$ cat src/rtl/clock_ctrl.sv
// Mode and carry controller for the real-time clock: seconds tick and 59->0 carries
// in RUN, single and auto-repeat increment pulses in the SET modes.
module clock_ctrl #(
    parameter int HOLD_TICKS = 2
) (
    input  logic       clk,
    input  logic       reset,
    input  logic       tc_time_base,
    input  logic [5:0] q_seconds,
    input  logic [5:0] q_minutes,
    input  logic       btn_mode,
    input  logic       btn_inc,
    output logic       en_seconds,
    output logic       en_minutes,
    output logic       en_hours,
    output logic       clr_seconds,
    output logic [1:0] mode,
    output logic       blink
);

    localparam logic [3:0] HOLD_LIM = 4'(HOLD_TICKS);

    typedef enum logic [1:0] {
        RUN         = 2'd0,
        SET_HOURS   = 2'd1,
        SET_MINUTES = 2'd2,
        SET_SECONDS = 2'd3
    } state_t;

    state_t     state;
    logic       btn_mode_prev;
    logic       btn_inc_prev;
    logic       hold_arm;
    logic [3:0] hold_cnt;

    logic       mode_press;
    logic       inc_press;
    logic       in_repeat_mode;
    logic       repeat_tick;
    logic       inc_fire;
    logic       carry_sec;
    logic       carry_min;
    logic       nxt_en_seconds;
    logic       nxt_en_minutes;
    logic       nxt_en_hours;
    logic       nxt_clr_seconds;
    logic       nxt_hold_arm;
    logic [3:0] nxt_hold_cnt;

    function automatic state_t next_mode(input state_t s);
        case (s)
            RUN:         next_mode = SET_HOURS;
            SET_HOURS:   next_mode = SET_MINUTES;
            SET_MINUTES: next_mode = SET_SECONDS;
            default:     next_mode = RUN;
        endcase
    endfunction

    // Hold counter saturates at the repeat threshold so it can never wrap.
    function automatic logic [3:0] sat_inc(input logic [3:0] v);
        sat_inc = (v >= HOLD_LIM) ? v : v + 4'd1;
    endfunction

    always_comb begin
        mode_press     = btn_mode & ~btn_mode_prev;
        inc_press      = btn_inc & ~btn_inc_prev & ~mode_press;
        in_repeat_mode = (state == SET_HOURS) || (state == SET_MINUTES);
        carry_sec      = (q_seconds == 6'd59);
        carry_min      = (q_minutes == 6'd59);
        repeat_tick    = in_repeat_mode & hold_arm & btn_inc & tc_time_base
                         & (hold_cnt >= HOLD_LIM) & ~mode_press;
        inc_fire       = inc_press | repeat_tick;

        nxt_en_seconds  = 1'b0;
        nxt_en_minutes  = 1'b0;
        nxt_en_hours    = 1'b0;
        nxt_clr_seconds = 1'b0;
        case (state)
            RUN: begin
                nxt_en_seconds = tc_time_base;
                nxt_en_minutes = tc_time_base & carry_sec;
                nxt_en_hours   = tc_time_base & carry_sec & carry_min;
            end
            SET_HOURS:   nxt_en_hours    = inc_fire;
            SET_MINUTES: nxt_en_minutes  = inc_fire;
            SET_SECONDS: nxt_clr_seconds = inc_press;
            default: ;
        endcase

        // Repeat is armed only by a press seen in a repeat-capable mode, so a
        // button already held when entering SET does not start repeating.
        nxt_hold_arm = hold_arm;
        nxt_hold_cnt = hold_cnt;
        if (mode_press || !btn_inc || !in_repeat_mode) begin
            nxt_hold_arm = 1'b0;
            nxt_hold_cnt = 4'd0;
        end else if (inc_press) begin
            nxt_hold_arm = 1'b1;
            nxt_hold_cnt = 4'd0;
        end else if (hold_arm && tc_time_base) begin
            nxt_hold_cnt = sat_inc(hold_cnt);
        end
    end

    always_ff @(posedge clk) begin
        if (reset) begin
            state         <= RUN;
            btn_mode_prev <= 1'b1;
            btn_inc_prev  <= 1'b1;
            hold_arm      <= 1'b0;
            hold_cnt      <= 4'd0;
            en_seconds    <= 1'b0;
            en_minutes    <= 1'b0;
            en_hours      <= 1'b0;
            clr_seconds   <= 1'b0;
            blink         <= 1'b0;
        end else begin
            btn_mode_prev <= btn_mode;
            btn_inc_prev  <= btn_inc;
            hold_arm      <= nxt_hold_arm;
            hold_cnt      <= nxt_hold_cnt;
            if (mode_press) begin
                state <= next_mode(state);
            end
            // Masking with the current value guarantees no back-to-back pulses.
            en_seconds  <= nxt_en_seconds & ~en_seconds;
            en_minutes  <= nxt_en_minutes & ~en_minutes;
            en_hours    <= nxt_en_hours & ~en_hours;
            clr_seconds <= nxt_clr_seconds & ~clr_seconds;
            if (mode_press || state == RUN) begin
                blink <= 1'b0;
            end else if (tc_time_base) begin
                blink <= ~blink;
            end
        end
    end

    assign mode = state;

endmodule

$ cat config.mk
export PLATFORM = sky130hd
export DESIGN_NAME = clock_ctrl
export DESIGN_NICKNAME = d
export VERILOG_FILES = /design/src/rtl/clock_ctrl.sv
export SDC_FILE = /design/constraint.sdc
export NUM_CORES = 1
export LEC_CHECK = 0
export ABC_AREA = 1
export BUFFER_PORTS_ARGS = -buffer_cell sky130_fd_sc_hd__buf_2
export CORE_MARGIN = 5
export CORE_UTILIZATION = 50
export CTS_CLUSTER_DIAMETER = 150
export DETAILED_ROUTE_END_ITERATION = 7
export PLACE_DENSITY = 0.8
export SYNTH_ARGS = -nofsm -noshare
export SYNTH_HDL_FRONTEND = slang
export SYNTH_SLANG_ARGS = --single-unit
$ cat constraint.sdc
create_clock -name clk -period 2.4 [get_ports clk]
set_input_delay 0.36 -clock clk [delete_from_list [all_inputs] [get_ports clk]]
set_output_delay 0.36 -clock clk [all_outputs]
set_load 0.005 [all_outputs]
==> results.md <==
* Post-synthesis cell area at 672 um2
* CTS buffer count at 3
* Post_cts resized at 0
* Slew Limit Headroom at 0.848
* Final net count at 135
* DIE WIDTH at 46.7 um
* Ant. Diodes at 0
* Gpl congestion at 0.746
* Synth Instances at 84
* Worst skew pair latency at 0.27 ns
* Area growth syn-to-layout at 25.3%
* Overall Global Routing Usage at 0.155
* CTS sink count at 14
* Met3 routed WL at 105 um
* RSZ-0062 raised after global routing: false
* Most Frequent Cell on Critical Path: nand2_1
* Final hold violation count at 0
* Worst hold path type: in -> reg
* Number of global-route vias before repair at 618
* Placed Area at 806 um2
* TritonRoute pass-1 iters at 4
* Clock tree buffer depth at 2
* Hold slack at 0.312 ns
* Max reg flops at 4
* Crit path DAT at 1.52 ns
* Dpl ws at 1.11 ns
* I/O pin cnt at 24
* VDD IR-drop max at 0.357 mV
* Synth cell types at 18
* Largest register by flop count: hold_cnt
* Max_cap viols at 0
* FMAX at 766 MHz
* CTS tree: yes
* PwrDens at 545 nW/um2
* Yosys warns at 0
* Fin area at 842 um2
* Area contributors post-synth: dfxtp_1 (42%), ha_1 (11%), nor2_1 (7.3%), nand2_1 (6.7%), inv_1 (5.0%)
* Drt initial violations at 7
* Total routed wirelength at 1.37 mm
* Final antenna-violating net count at 0
* Worst path buffer plus inverter count at 1
* Critical-path top delay cell: dfxtp_1
* Post-CTS Setup Inserts at 0
* Uppermost routed layer: met4
* Synth Register Bits at 14
* Drc violations at 0
* CTS clk-pin slew, worst paths at 0.09 ns
* Die height at 46.7 um
* Site Rows at 13
* Final min period at 1.31 ns
* Layout cells sized above 1 at 0.351
* Final max-slew violation count at 0
* Via density at 4.91
* Remaining Overflow, GRT at 0
* Port Buf Inserts at 23
* Leakage power at 0.417 nW
* Commonest non-fill, non-tap cell in the layout: buf_2
* DR WL met2 at 675 um
* Period utilisation layout at 0.544
* Status: finished, final reports clean
* Worst Setup Path Type: reg -> reg
* Core area at 1280 um2
* Synth Area per Inst at 8.00 um2
* Final setup vio count at 0
* Wire length of the first global-routing pass at 2.39 mm
* Slew @ Worst Pin at 0.226 ns
* H-tree depth at 1
* Maximum number of pins on one net before global-route repair at 9
* Final Util at 0.655
* CP max FO at 4
* WL met1 at 572 um
* CP Launch Type: register
* Clock Skew at 0.00505 ns
* Wire per inst at 10.9 um
* Initial antenna violation count at 0
* Setup ws final at 1.09 ns
* Top delay family on crit path: flip-flops
* Critical path's largest stage delay at 0.38 ns
* Crit path cell chain: inv_1, ha_1, nand2_2, nor2_1, nand3_1, nand2_1, nand2_1, a21oi_2
* Area leader, netlist: dfxtp_1
* Worst Setup End Kind: register
* Hold buffer count at CTS at 0
* Detailed-route via count at 619
* Sequential-to-total area share from yosys stat at 0.417
* Worst EP required at 2.62 ns
* Most frequent cells in the layout: buf_2 (23), dfxtp_1 (14), nor2_1 (13)
* Setup tns final at 0 ns
* Initial Utilization at 0.523
* Post-synth top area share at 0.417
* Clock root cell: clkbuf_4
* Dpl hpwl at 1.15 mm
* Die area at 2180 um2
* Syn_nets at 107
==> Yosys cell counts, drive strengths merged <==
library cell / instances
nand2: 17
a21oi: 8
nand4: 1
or2: 2
nor3: 3
dfxtp: 14
nor4b: 1
o22ai: 1
ha: 6
nor2: 14
o21ai: 5
nand3: 2
inv: 10
==> power by group <==
group,internal [W],switching (W),total [W]
logic,0.0000235,0.0000286,0.0000521
registers,0.000238,0.00000354,0.000241
clock network,0.0000921,0.0000734,0.000165
==> worst paths after layout <==
check             depth (start not counted)                        to  slack [ns]                startpoint
setup / recovery                          8     en_minutes$_SDFF_PP0_        1.09      mode[1]$_SDFFE_PP0P_
hold / removal                            3   btn_inc_prev$_SDFF_PP1_        0.31                   btn_inc
setup reg to reg                          8     en_minutes$_SDFF_PP0_        1.09      mode[1]$_SDFFE_PP0P_
hold reg to reg                           2  hold_cnt[3]$_SDFFE_PP0P_        0.43  hold_cnt[3]$_SDFFE_PP0P_
==> per-stage QoR <==
stage | std cells | total power [W]
6_report | 126 | 0.000459
5_1_grt | 126 | 0.000485
4_1_cts | 126 | 0.000465
3_5_place_dp | 122 | 0.000300
3_3_place_gp | 122 | 0.000297
2_1_floorplan | 84 | 0.000274
==> routing by layer <==
| metal | vias up | track usage |
|---|---|---|
| li1 | 323 | - |
| met1 | 277 | 0.163 |
| met3 | 2 | 0.0273 |
| met2 | 17 | 0.286 |
| met5 | - | 0 |
| met4 | 0 | 0.0829 |
==> tightest hold or removal path: stages <==
cell	delay, ns
buf_2	0.09
inv_1	0.05
nand2_1	0.05
==> logic make-up after synthesis <==
kind of cell | after synthesis | synth area share
DFF | 14 | 0.417
AOI/OAI and AO/OA | 14 | 0.117
adders and majority gates | 6 | 0.112
and+or+nand+nor | 40 | 0.298
buffers and inverters | 10 | 0.0559
==> layout make-up <==
type                            instances  area, um2
Multi-Input combinational cell         60        354
Fill cell                             125        443
Inverter                               10       37.5
Timing Repair Buffer                   23        115
Tap cell                               15       18.8
Sequential cell                        14        280
Clock buffer                            4       36.3
(Power assumes the default switching activity.)
